==> src/rtl/alu_op_responder.sv <==
// Handshaked sequential ALU: one command in flight, single-cycle logic ops, WIDTH-cycle MUL/DIV.
// Optional out_carry/out_zero flag outputs are built only when ALU_FLAGS_EN is defined.
module alu_op_responder #(
  parameter int unsigned WIDTH = 8
) (
  input  logic             clk,
  input  logic             rst,
  input  logic             in_valid,
  output logic             in_ready,
  input  logic [WIDTH-1:0] A,
  input  logic [WIDTH-1:0] B,
  input  logic [3:0]       sel,
  output logic             out_valid,
  input  logic             out_ready,
  output logic [WIDTH-1:0] out
`ifdef ALU_FLAGS_EN
  ,
  output logic             out_carry,
  output logic             out_zero
`endif
);

  localparam int unsigned CW = (WIDTH > 1) ? $clog2(WIDTH) : 1;
  localparam logic [CW-1:0] LastCnt = CW'(WIDTH - 1);

  localparam logic [3:0] OpAdd  = 4'd0;
  localparam logic [3:0] OpSub  = 4'd1;
  localparam logic [3:0] OpMul  = 4'd2;
  localparam logic [3:0] OpDiv  = 4'd3;
  localparam logic [3:0] OpShl  = 4'd4;
  localparam logic [3:0] OpShr  = 4'd5;
  localparam logic [3:0] OpRol  = 4'd6;
  localparam logic [3:0] OpRor  = 4'd7;
  localparam logic [3:0] OpAnd  = 4'd8;
  localparam logic [3:0] OpOr   = 4'd9;
  localparam logic [3:0] OpXor  = 4'd10;
  localparam logic [3:0] OpNor  = 4'd11;
  localparam logic [3:0] OpNand = 4'd12;
  localparam logic [3:0] OpXnor = 4'd13;
  localparam logic [3:0] OpGt   = 4'd14;

  typedef enum logic [1:0] {StIdle, StExec, StDone} state_e;

  state_e             state_q, state_d;
  logic [WIDTH-1:0]   a_q, b_q;
  logic [3:0]         sel_q;
  logic [CW-1:0]      cnt_q, cnt_d;
  logic [2*WIDTH-1:0] prod_q, prod_d, prod_step;
  logic [WIDTH-1:0]   rem_q, rem_d, rem_step;
  logic [WIDTH-1:0]   quot_q, quot_d, quot_step;
  logic [WIDTH:0]     div_shift;
  logic               div_ge;
  logic               iter_op;
  logic               finish;
  logic [WIDTH-1:0]   res;
  logic [WIDTH-1:0]   out_q;

  assign iter_op = (sel_q == OpMul) || (sel_q == OpDiv);

  // One shift-add / restoring-divide step per EXEC cycle; the final step feeds the result mux.
  always_comb begin
    prod_step = prod_q + (b_q[cnt_q] ? ({{WIDTH{1'b0}}, a_q} << cnt_q) : '0);
    div_shift = {rem_q, a_q[LastCnt - cnt_q]};
    div_ge    = div_shift >= {1'b0, b_q};
    rem_step  = div_ge ? (div_shift[WIDTH-1:0] - b_q) : div_shift[WIDTH-1:0];
    quot_step = {quot_q[WIDTH-2:0], div_ge};
  end

  always_comb begin
    res = '0;
    case (sel_q)
      OpAdd:   res = a_q + b_q;
      OpSub:   res = a_q - b_q;
      OpMul:   res = prod_step[WIDTH-1:0];
      OpDiv:   res = quot_step;
      OpShl:   res = {a_q[WIDTH-2:0], 1'b0};
      OpShr:   res = {1'b0, a_q[WIDTH-1:1]};
      OpRol:   res = {a_q[WIDTH-2:0], a_q[WIDTH-1]};
      OpRor:   res = {a_q[0], a_q[WIDTH-1:1]};
      OpAnd:   res = a_q & b_q;
      OpOr:    res = a_q | b_q;
      OpXor:   res = a_q ^ b_q;
      OpNor:   res = ~(a_q | b_q);
      OpNand:  res = ~(a_q & b_q);
      OpXnor:  res = ~(a_q ^ b_q);
      OpGt:    res = {{(WIDTH-1){1'b0}}, a_q > b_q};
      default: res = {{(WIDTH-1){1'b0}}, a_q == b_q};
    endcase
  end

  always_comb begin
    state_d   = state_q;
    cnt_d     = cnt_q;
    prod_d    = prod_q;
    rem_d     = rem_q;
    quot_d    = quot_q;
    finish    = 1'b0;
    in_ready  = (state_q == StIdle);
    out_valid = (state_q == StDone);
    unique case (state_q)
      StIdle: begin
        if (in_valid) begin
          state_d = StExec;
          cnt_d   = '0;
          prod_d  = '0;
          rem_d   = '0;
          quot_d  = '0;
        end
      end
      StExec: begin
        prod_d = prod_step;
        rem_d  = rem_step;
        quot_d = quot_step;
        if (!iter_op || (cnt_q == LastCnt)) begin
          finish  = 1'b1;
          state_d = StDone;
          cnt_d   = '0;
        end else begin
          cnt_d = cnt_q + 1'b1;
        end
      end
      StDone: begin
        if (out_ready) state_d = StIdle;
      end
      default: state_d = StIdle;
    endcase
  end

  always_ff @(posedge clk) begin
    if (rst) begin
      state_q <= StIdle;
      a_q     <= '0;
      b_q     <= '0;
      sel_q   <= '0;
      cnt_q   <= '0;
      prod_q  <= '0;
      rem_q   <= '0;
      quot_q  <= '0;
      out_q   <= '0;
    end else begin
      state_q <= state_d;
      cnt_q   <= cnt_d;
      prod_q  <= prod_d;
      rem_q   <= rem_d;
      quot_q  <= quot_d;
      if ((state_q == StIdle) && in_valid) begin
        a_q   <= A;
        b_q   <= B;
        sel_q <= sel;
      end
      if (finish) out_q <= res;
    end
  end

  assign out = out_q;

`ifdef ALU_FLAGS_EN
  logic [WIDTH:0] add_full;
  logic           carry_c;
  logic           carry_q, zero_q;

  always_comb begin
    add_full = {1'b0, a_q} + {1'b0, b_q};
    carry_c  = 1'b0;
    case (sel_q)
      OpAdd:        carry_c = add_full[WIDTH];
      OpSub:        carry_c = a_q < b_q;
      OpMul:        carry_c = |prod_step[2*WIDTH-1:WIDTH];
      OpDiv:        carry_c = (b_q == '0);
      OpShl, OpRol: carry_c = a_q[WIDTH-1];
      OpShr, OpRor: carry_c = a_q[0];
      default:      carry_c = 1'b0;
    endcase
  end

  always_ff @(posedge clk) begin
    if (rst) begin
      carry_q <= 1'b0;
      zero_q  <= 1'b0;
    end else if (finish) begin
      carry_q <= carry_c;
      zero_q  <= (res == '0);
    end
  end

  assign out_carry = carry_q;
  assign out_zero  = zero_q;
`endif

endmodule

==> config.mk <==
export PLATFORM = sky130hd
export DESIGN_NAME = alu_op_responder
export DESIGN_NICKNAME = d
export VERILOG_FILES = /design/src/rtl/alu_op_responder.sv
export SDC_FILE = /design/constraint.sdc
export NUM_CORES = 1
export LEC_CHECK = 0
export BUFFER_PORTS_ARGS = -buffer_cell sky130_fd_sc_hd__buf_2
export CORE_MARGIN = 1.5
export CORE_UTILIZATION = 63
export CTS_BUF_LIST = sky130_fd_sc_hd__clkbuf_16
export CTS_CLUSTER_SIZE = 10
export DETAILED_ROUTE_END_ITERATION = 7
export PLACE_DENSITY = 0.87
export SYNTH_ARGS = -nofsm -noshare
export SYNTH_HDL_FRONTEND = slang
export SYNTH_SLANG_ARGS = --single-unit
==> constraint.sdc <==
create_clock -name clk -period 6 [get_ports clk]
set_input_delay 0 -clock clk [delete_from_list [all_inputs] [get_ports clk]]
set_output_delay 0 -clock clk [all_outputs]
set_load 0.02 [all_outputs]
==> results of run 1 <==
final cells by class:
type / count / share of cell area, %
clock buffer: 5 / 2.41
clock inverter: 3 / 0.337
inverter: 27 / 1.95
multi-input combinational: 488 / 63.3
sequential: 56 / 21.6
tap: 99 / 2.38
timing repair buffer: 60 / 8.09
flip-flops by register name, indices dropped and copies added (netlist names):
name     cells
rem_q        8
b_q          8
a_q          8
state_q      2
sel_q        4
cnt_q        3
quot_q       7
out          8
prod_q       8
layer usage:
layer | up-vias | global-route usage [%]
met3 | 67 | 8.03
met1 | 2218 | 50.9
met4 | 0 | 21.5
met5 | - | 0
met2 | 310 | 56.0
li1 | 2250 | -
what timing repair did:
item / in CTS / in global routing
hold buffers: 21 / 0
endpoints found under the hold margin: 21 / 0
resized for setup: 0 / 0
power groups by stage:
stage          Sequential [mW]  Clock, mW  Combinational, mW
2_1_floorplan            0.419          0              0.271
3_3_place_gp             0.424          0              0.353
3_5_place_dp             0.425          0              0.362
4_1_cts                  0.416      0.296              0.375
5_1_grt                  0.421      0.308              0.418
6_report                 0.418      0.296              0.388
cell families after synthesis:
family,count (synthesis),share of synthesized area (%)
simple gates,218,21.5
mux,27,7.22
buf+inv,68,6.13
fa+ha+maj,45,12.6
xor+xnor,20,3.89
flops,56,23.9
compound gates,178,24.8
per-stage QoR:
stage                     instances  util (%)  hold WS (ns)
after global routing            738      72.1         0.336
after floorplan                 612         -         0.136
after global placement          709      67.2         0.239
after detailed placement        709      67.2         0.247
final                           738      72.1         0.285
after CTS                       738      72.1         0.282
layout by cell type, fill, tap and decap left out, drive strengths merged, types with 11 or more instances in the layout:
cell type and instances:
nand2 76, nor2 68, dfxtp 56, a21oi 54, ha 41, buf 39
inv 29, o21ai 29, dlygate4sd3 21, a22oi 20, mux2i 17, nor3 16
nor2b 15, nand3 12, xnor2 11
how the worst max path moves through the flow:
stage | endpoint | slack [ns]
5_1_grt | out[6]$_SDFFE_PP0P_ | 2.01
3_3_place_gp | out[6]$_SDFFE_PP0P_ | 2.45
2_1_floorplan | out[6]$_SDFFE_PP0P_ | 3.02
6_report | out[6]$_SDFFE_PP0P_ | 2.24
3_5_place_dp | out[6]$_SDFFE_PP0P_ | 2.31
4_1_cts | out[6]$_SDFFE_PP0P_ | 2.28
==> results.py, run 1 <==
metrics = {
    "outcome": {
        "status": "finished clean",
    },
    "power": {
        "comb_power_share_pct": 35.2,
        "max-vdd-ir-drop_uv": 174,
        "seqPwrFrac_pct": 37.9,
        "p_total_mw": 1.10,
        "switchingPower_mw": 0.406,
        "p_clk_share_pct": 26.9,
        "power.density_nw_per_um2": 212,
        "p_sw_share_pct": 36.9,
        "power_leakage_nw": 2.03,
        "p_int_mw": 0.696,
    },
    "cells_and_area": {
        "drive_gt1_share_pct": 10.2,
        "postLayoutCellArea_um2": 5200,
        "ff_latch_area_um2": 1120,
        "antennaDiodeCount": 0,
        "multi_input_area_um2": 3290,
        "nets": 707,
        "areaGrowthSynthToFinish_pct": 10.7,
        "n_fill_cell": 588,
    },
    "route": {
        "wl_met1_mm": 6.06,
        "highest_layer": "met4",
        "antenna_left": 0,
        "first_pass_iters": 5,
        "via_per_inst": 6.57,
        "wl_met3_mm": 1.40,
        "drc_errors": 0,
        "via_count": 4845,
        "wl_per_cell_um": 19.6,
        "wl_mm": 14.5,
        "wl_met2_mm": 6.16,
        "drt_iter0_drc": 629,
    },
    "synthesis": {
        "synthDistinctLibCells": 65,
        "yosys_register_bits": 56,
        "yosysTopAreaCell": "dfxtp_1",
        "synth_flop_cell": "dfxtp_1",
        "yosysTopAreaCellShare_pct": 23.9,
        "yosysWarningCount": 0,
        "netlist_area_um2": 4700,
        "syn_area_per_cell_um2": 7.68,
        "synth_area_leaders": "dfxtp_1 24%, ha_1 11%, nand2_1 6.0%, a21oi_1 5.8%, nor2_1 5.4%",
        "synth_top_cells_by_count": "75 x nand2_1, 68 x nor2_1, 56 x dfxtp_1",
        "async_flop_share_pct": 0,
        "ys_seq_area_share_pct": 23.9,
        "yosysMostFrequentCell": "nand2_1",
        "syn_inst": 612,
        "synth_edf_count": 0,
        "syn_nets": 681,
    },
    "global_route": {
        "grt_max_degree": 50,
        "grt_overflow": 0,
        "grt_pass1_wl_mm": 22.9,
        "grtUsageTotal_pct": 37.8,
        "antenna_found_initial": 0,
        "grt_pass1_vias": 4453,
    },
    "worst_setup_path": {
        "critical_path_class": "register to register",
        "worstPathRequired_ns": 6.17,
        "crit_cells": 10,
        "cp_top_family": "compound AO/OA/AOI/OAI gates",
        "cp_cell_sequence": "mux4_2 > nand2b_1 > a21boi_0 > nor2_1 > ha_1 > a211oi_1 > nor2_1 > a221o_1 > a2111oi_0 > a31oi_1",
        "cpPeakStageDelay_ns": 0.81,
        "reg2reg_slack_ns": 2.24,
        "crit_arrival_ns": 3.92,
        "cpMaxStageDelayCell": "dfxtp_1",
        "crit_path_frequent_cell": "nor2_1",
        "r2r_end": "out[6]$_SDFFE_PP0P_",
        "startpoint_type": "register",
        "worst-path-buf-inv": 0,
        "end_kind": "register",
        "r2r_cells": 10,
        "reg2reg_from": "cnt_q[0]$_SDFFE_PP0P_",
        "cp-startpoint": "cnt_q[0]$_SDFFE_PP0P_",
        "critPathMaxFanout": 17,
    },
    "floorplanning": {
        "die_area_um2": 7980,
        "num_rows": 31,
        "die_w_um": 89.4,
        "design.core.area_um2": 7210,
        "start_util_pct": 65.1,
        "num_io_pins": 34,
        "dieHeight_um": 89.4,
    },
    "timing": {
        "maxSlewViolCount": 0,
        "timing.slew.headroom_pct": 17.9,
        "worstMarginPinSlew_ns": 1.23,
        "finalSetupTns_ns": 0,
        "rsz0062_at_grt": "no",
        "finalWorstSetupSlack_ns": 2.24,
        "fin_crit_ns": 3.76,
        "setup_viol": 0,
        "max_freq_mhz": 266,
        "hold_viol": 0,
        "post-route-period-util_pct": 62.6,
        "fin_skew_ns": 0.0102,
    },
    "worst_hold_path": {
        "min_from": "rst",
        "min_path_cells": 2,
        "hold_path_end": "quot_q[5]$_SDFFE_PP0P_",
        "hp-class": "input pin to register",
    },
    "clock_tree": {
        "clk_latency_ns": 0.30,
        "numCtsBuffers": 5,
        "clkTransAtPathRegs_ns": 0.08,
        "htree_levels": 2,
        "root_buffer": "clkbuf_16",
        "postCtsSetupBuffers": 0,
        "cts_buffer_depth": 2,
        "cts.sinks": 56,
        "cts_tree": "done",
    },
    "job": {
        "cap_violations": 0,
    },
    "place": {
        "dp_slack_ns": 2.31,
        "hpwlAfterDp_mm": 10.2,
        "io_buffers": 33,
        "placed_cell_area_um2": 4850,
        "place_congestion": 1.02,
    },
}
Power figures use the tool's default switching activity.
==> run 2, diff against run 1 <==
Settings changed: CORE_UTILIZATION 63 to 62, PLACE_DENSITY 0.87 to 0.86.
Clock period 6 ns to 3.8 ns, I/O delays scaled along.
==> run 2 against run 1 <==
Net effect: wire length rose by 15%; first-iteration DRC count fell by 16%; clock skew fell by 0.0038 ns; design area rose by 1.2%; hold slack improved by 0.026 ns; critical path type unchanged; critical endpoint is now rem_q[6]$_SDFFE_PP0P_.
==> results.py, run 2 (synthesis gave the netlist of run 1 again) <==
metrics = {
    "route": {
        "first_pass_iters": 6,
        "wl_per_cell_um": 22.3,
        "wl_mm": 16.6,
        "antenna_left": 0,
        "via_count": 5107,
        "drt_iter0_drc": 527,
        "drc_errors": 0,
        "via_per_inst": 6.87,
    },
    "timing": {
        "hold_viol": 0,
        "rsz0062_at_grt": "no",
        "maxSlewViolCount": 0,
        "max_freq_mhz": 298,
        "finalWorstSetupSlack_ns": 0.444,
        "fin_skew_ns": 0.00636,
        "fin_hold_ws_ns": 0.311,
        "fin_crit_ns": 3.36,
        "setup_viol": 0,
        "worstMarginPinSlew_ns": 1.38,
        "timing.slew.headroom_pct": 7.62,
        "finalSetupTns_ns": 0,
        "post-route-period-util_pct": 88.3,
    },
    "place": {
        "io_buffers": 33,
        "hpwlAfterDp_mm": 11.1,
        "dp_slack_ns": 0.567,
        "placed_cells": 714,
        "place_congestion": 1.01,
        "placed_cell_area_um2": 4880,
    },
    "clock_tree": {
        "cts_tree": "done",
        "numCtsBuffers": 5,
        "root_buffer": "clkbuf_16",
        "htree_levels": 2,
        "cts_buffer_depth": 2,
        "clk_latency_ns": 0.30,
        "clkTransAtPathRegs_ns": 0.08,
        "postCtsSetupBuffers": 0,
        "cts.sinks": 56,
    },
    "global_route": {
        "grt_pass1_vias": 4957,
        "use_met3_pct": 7.70,
        "grt_pass1_wl_mm": 26.4,
        "grtUsageTotal_pct": 41.0,
        "grt_max_degree": 50,
        "grt_overflow": 0,
        "antenna_found_initial": 0,
        "grtUsageMet2_pct": 64.9,
        "gr-max-usage-layer": "met2",
        "use_met1_pct": 52.0,
    },
    "worst_setup_path": {
        "worstPathRequired_ns": 4.00,
        "critical_path_class": "register to register",
        "worst-path-buf-inv": 1,
        "cpMaxStageDelayCell": "mux4_2",
        "crit_path_frequent_cell": "mux2i_1",
        "cpPeakStageDelay_ns": 0.53,
        "critPathMaxFanout": 14,
        "end_kind": "register",
        "r2r_cells": 12,
        "crit_cells": 12,
        "startpoint_type": "register",
        "crit_arrival_ns": 3.55,
        "cp_cell_sequence": "buf_4 > mux4_2 > mux2i_1 > ha_1 > fa_1 > nor2b_1 > o21ai_0 > nand2b_1 > a21o_1 > a21oi_1 > mux2i_1 > a211o_1",
        "cp_top_family": "compound AO/OA/AOI/OAI gates",
    },
    "power": {
        "max-vdd-ir-drop_uv": 251,
        "power.density_nw_per_um2": 354,
        "p_total_mw": 1.86,
        "power_leakage_nw": 2.07,
    },
    "floorplanning": {
        "die_area_um2": 8110,
        "num_io_pins": 34,
        "die_w_um": 90.1,
        "num_rows": 31,
        "start_util_pct": 64.4,
        "dieHeight_um": 90.1,
        "design.core.area_um2": 7290,
    },
    "job": {
        "cap_violations": 0,
    },
    "cells_and_area": {
        "final_common_cell": "nand2_1",
        "final_cell_mix": "75 x nand2_1, 68 x nor2_1, 56 x dfxtp_1, 54 x a21oi_1, 41 x ha_1",
        "drive_gt1_share_pct": 10.9,
        "postLayoutCellArea_um2": 5260,
        "antennaDiodeCount": 0,
        "fin_cells": 743,
        "nets": 712,
        "n_fill_cell": 566,
        "post-route-util_pct": 72.2,
        "areaGrowthSynthToFinish_pct": 12.0,
    },
    "outcome": {
        "status": "finished clean",
    },
    "worst_hold_path": {
        "hp-class": "input pin to register",
        "min_path_cells": 2,
    },
}
run 2: cell types whose count changed in the layout (fill, tap and decap cells not counted), sizes merged:
cell,delta
bufinv,+1
buf,+5
clkinv,-1
run 2: worst paths after layout:
check	slack, ns	start	to
worst max-delay path	0.44	cnt_q[0]$_SDFFE_PP0P_	rem_q[6]$_SDFFE_PP0P_
worst min-delay path	0.31	rst	quot_q[6]$_SDFFE_PP0P_
worst max register to register	0.44	cnt_q[0]$_SDFFE_PP0P_	rem_q[6]$_SDFFE_PP0P_
worst min register to register	0.48	rem_q[7]$_SDFFE_PP0P_	rem_q[7]$_SDFFE_PP0P_
run 2: area by class of cell:
class	count	area [um2]	share of cell area [%]
Tap cell	99	124	2.35
Sequential cell	56	1120	21.3
Clock inverter	3	42.5	0.809
Inverter	27	101	1.93
Clock buffer	5	125	2.38
Timing Repair Buffer	65	458	8.70
Multi-Input combinational cell	488	3290	62.5
run 2: what timing repair did:
| item | CTS | global route |
|---|---|---|
| resized for setup | 0 | 0 |
| hold buffers | 21 | 0 |
| hold endpoints to repair | 21 | 0 |
run 2: layer usage:
metal / wire length (um) / vias to the layer above
met5: 0 / -
met4: 1130 / 0
met3: 1820 / 92
met2: 7350 / 388
met1: 6300 / 2377
li1: - / 2250
run 2: worst register-to-register path, stage by stage (launching register included):
cell      delay, ns
dfxtp_1        0.45
buf_4          0.27
mux4_2         0.54
mux2i_1        0.25
ha_1           0.25
fa_1           0.23
nor2b_1        0.07
o21ai_0        0.27
nand2b_1       0.15
a21o_1         0.20
a21oi_1        0.21
mux2i_1        0.11
a211o_1        0.27
run 2: power by group:
group	internal [mW]	switching (mW)	total, mW
Sequential	0.616	0.0499	0.666
Clock	0.313	0.244	0.557
Combinational	0.243	0.397	0.640
Total	1.17	0.691	1.86
==> run 3, diff against run 2 <==
Settings changed: PLACE_DENSITY 0.86 to 0.84.
==> run 3 against run 2 <==
Net effect: critical path depth is 2 lower; flip-flop and latch count stayed put; global-route usage is 3.1 points lower; sequential power hardly changed; critical path type unchanged; critical endpoint is now out[6]$_SDFFE_PP0P_; largest power group unchanged.
==> results.py, run 3 (synthesis gave the netlist of run 1 again) <==
metrics = {
    "worst_setup_path": {
        "crit_cells": 10,
        "cp_cell_sequence": "mux4_2 > nand2b_1 > a21boi_1 > nor2_1 > ha_1 > a211oi_1 > nor2_1 > a221o_1 > a2111oi_0 > a31oi_1",
        "cpMaxStageDelayCell": "mux4_2",
        "startpoint_type": "register",
        "worstPathRequired_ns": 3.97,
        "r2r_end": "out[6]$_SDFFE_PP0P_",
        "cpPeakStageDelay_ns": 0.56,
        "critical_path_class": "register to register",
        "cp_top_family": "compound AO/OA/AOI/OAI gates",
        "crit_end": "out[6]$_SDFFE_PP0P_",
        "crit_path_frequent_cell": "nor2_1",
        "reg2reg_slack_ns": 0.47,
        "r2r_cells": 10,
        "critPathMaxFanout": 6,
        "cp-startpoint": "cnt_q[0]$_SDFFE_PP0P_",
        "reg2reg_from": "cnt_q[0]$_SDFFE_PP0P_",
        "crit_arrival_ns": 3.50,
        "worst-path-buf-inv": 0,
        "end_kind": "register",
    },
    "floorplanning": {
        "die_area_um2": 8110,
        "num_io_pins": 34,
        "start_util_pct": 64.4,
        "design.core.area_um2": 7290,
        "dieHeight_um": 90.1,
        "num_rows": 31,
        "die_w_um": 90.1,
    },
    "timing": {
        "fin_skew_ns": 0.00704,
        "setup_viol": 0,
        "rsz0062_at_grt": "no",
        "max_freq_mhz": 301,
        "hold_viol": 0,
        "timing.slew.headroom_pct": 15.7,
        "worstMarginPinSlew_ns": 1.26,
        "maxSlewViolCount": 0,
        "post-route-period-util_pct": 87.5,
        "finalSetupTns_ns": 0,
        "fin_crit_ns": 3.33,
    },
    "clock_tree": {
        "numCtsBuffers": 5,
        "root_buffer": "clkbuf_16",
        "clkTransAtPathRegs_ns": 0.08,
        "cts_buffer_depth": 2,
        "htree_levels": 2,
        "postCtsSetupBuffers": 0,
        "cts_tree": "done",
        "cts.sinks": 56,
        "clk_latency_ns": 0.30,
    },
    "place": {
        "io_buffers": 33,
        "hpwlAfterDp_mm": 10.8,
        "place_congestion": 1.07,
        "placed_cell_area_um2": 4880,
        "placed_cells": 713,
    },
    "worst_hold_path": {
        "hp-class": "input pin to register",
    },
    "cells_and_area": {
        "postLayoutCellArea_um2": 5250,
        "nets": 711,
        "drive_gt1_share_pct": 10.9,
        "final_common_cell": "nand2_1",
        "fin_cells": 742,
        "post-route-util_pct": 72.0,
        "final_cell_mix": "75 x nand2_1, 68 x nor2_1, 56 x dfxtp_1, 54 x a21oi_1, 41 x ha_1",
        "n_fill_cell": 614,
        "areaGrowthSynthToFinish_pct": 11.8,
        "antennaDiodeCount": 0,
    },
    "global_route": {
        "antenna_found_initial": 0,
        "grt_overflow": 0,
        "grtUsageTotal_pct": 38.0,
        "grt_max_degree": 50,
        "grt_pass1_wl_mm": 24.6,
        "grt_pass1_vias": 4741,
    },
    "power": {
        "p_clk_share_pct": 29.5,
        "max-vdd-ir-drop_uv": 260,
        "power_leakage_nw": 2.05,
        "p_sw_share_pct": 35.9,
        "power.density_nw_per_um2": 347,
        "seqPwrFrac_pct": 36.4,
        "switchingPower_mw": 0.655,
        "p_int_mw": 1.17,
        "comb_power_share_pct": 34.1,
    },
    "route": {
        "drt_iter0_drc": 563,
        "antenna_left": 0,
        "drc_errors": 0,
        "via_count": 4942,
        "via_per_inst": 6.66,
        "first_pass_iters": 6,
        "wl_per_cell_um": 20.7,
        "wl_mm": 15.4,
    },
    "outcome": {
        "status": "finished clean",
    },
    "job": {
        "cap_violations": 0,
    },
}
run 3: changes by cell type in the layout (fill, tap and decap cells not counted), sizes merged:
cell | previous run | this run
buf | 44 | 43
clkinv | 0 | 1
clkinvlp | 0 | 1
inv | 29 | 27
run 3: area by class of cell:
type	instances	area, um2	share of cell area, %
inverters	27	101	1.93
repair buffers	64	450	8.57
well taps	99	124	2.36
multi-input cells	488	3290	62.6
flip-flops and latches	56	1120	21.3
clock inverters	3	42.5	0.810
clock buffers	5	125	2.38
run 3: worst min path at each step:
stage / startpoint / end / slack (ns) / cells after the start
after detailed placement: sel[2] / sel_q[2]$_SDFFE_PP0P_ / 0.25 / 3
final: rst / quot_q[3]$_SDFFE_PP0P_ / 0.29 / 2
after global placement: A[2] / a_q[2]$_SDFFE_PP0P_ / 0.24 / 3
after CTS: rst / quot_q[5]$_SDFFE_PP0P_ / 0.29 / 2
after global routing: rst / quot_q[2]$_SDFFE_PP0P_ / 0.33 / 2
after floorplan: B[2] / b_q[2]$_SDFFE_PP0P_ / 0.14 / 2
run 3: metrics by stage:
stage / power, mW / hold slack [ns] / setup WS (ns)
after floorplan: 1.09 / 0.136 / 0.816
after global placement: 1.24 / 0.240 / 0.548
after detailed placement: 1.25 / 0.246 / 0.350
after CTS: 1.80 / 0.293 / 0.351
after global routing: 1.90 / 0.332 / 0.106
final: 1.82 / 0.294 / 0.475
run 3: power groups by stage:
stage / Combinational, mW / Clock [mW] / Sequential [mW]
floorplan: 0.427 / 0 / 0.661
global placement: 0.565 / 0 / 0.673
detailed placement: 0.575 / 0 / 0.675
CTS: 0.595 / 0.543 / 0.661
global route: 0.664 / 0.566 / 0.667
finish: 0.622 / 0.537 / 0.664
run 3: routing by layer:
metal | vias up | part of all wire [%] | global-route usage (%)
li1 | 2253 | - | -
met1 | 2321 | 40 | 49.3
met2 | 306 | 45 | 60.2
met3 | 62 | 9.7 | 5.41
met4 | 0 | 5.7 | 21.7
met5 | - | 0 | 0
run 3: worst register-to-register path: stages, from the launching register on:
cell and delay (ns):
dfxtp_1 0.52, mux4_2 0.56, nand2b_1 0.17, a21boi_1 0.33, nor2_1 0.12, ha_1 0.35
a211oi_1 0.24, nor2_1 0.08, a221o_1 0.32, a2111oi_0 0.40, a31oi_1 0.13
run 3: timing repair:
action                     CTS  global route
setup endpoints to repair    0             1
hold endpoints to repair    21             0
gates resized for setup      0             1
hold buffers                21             0
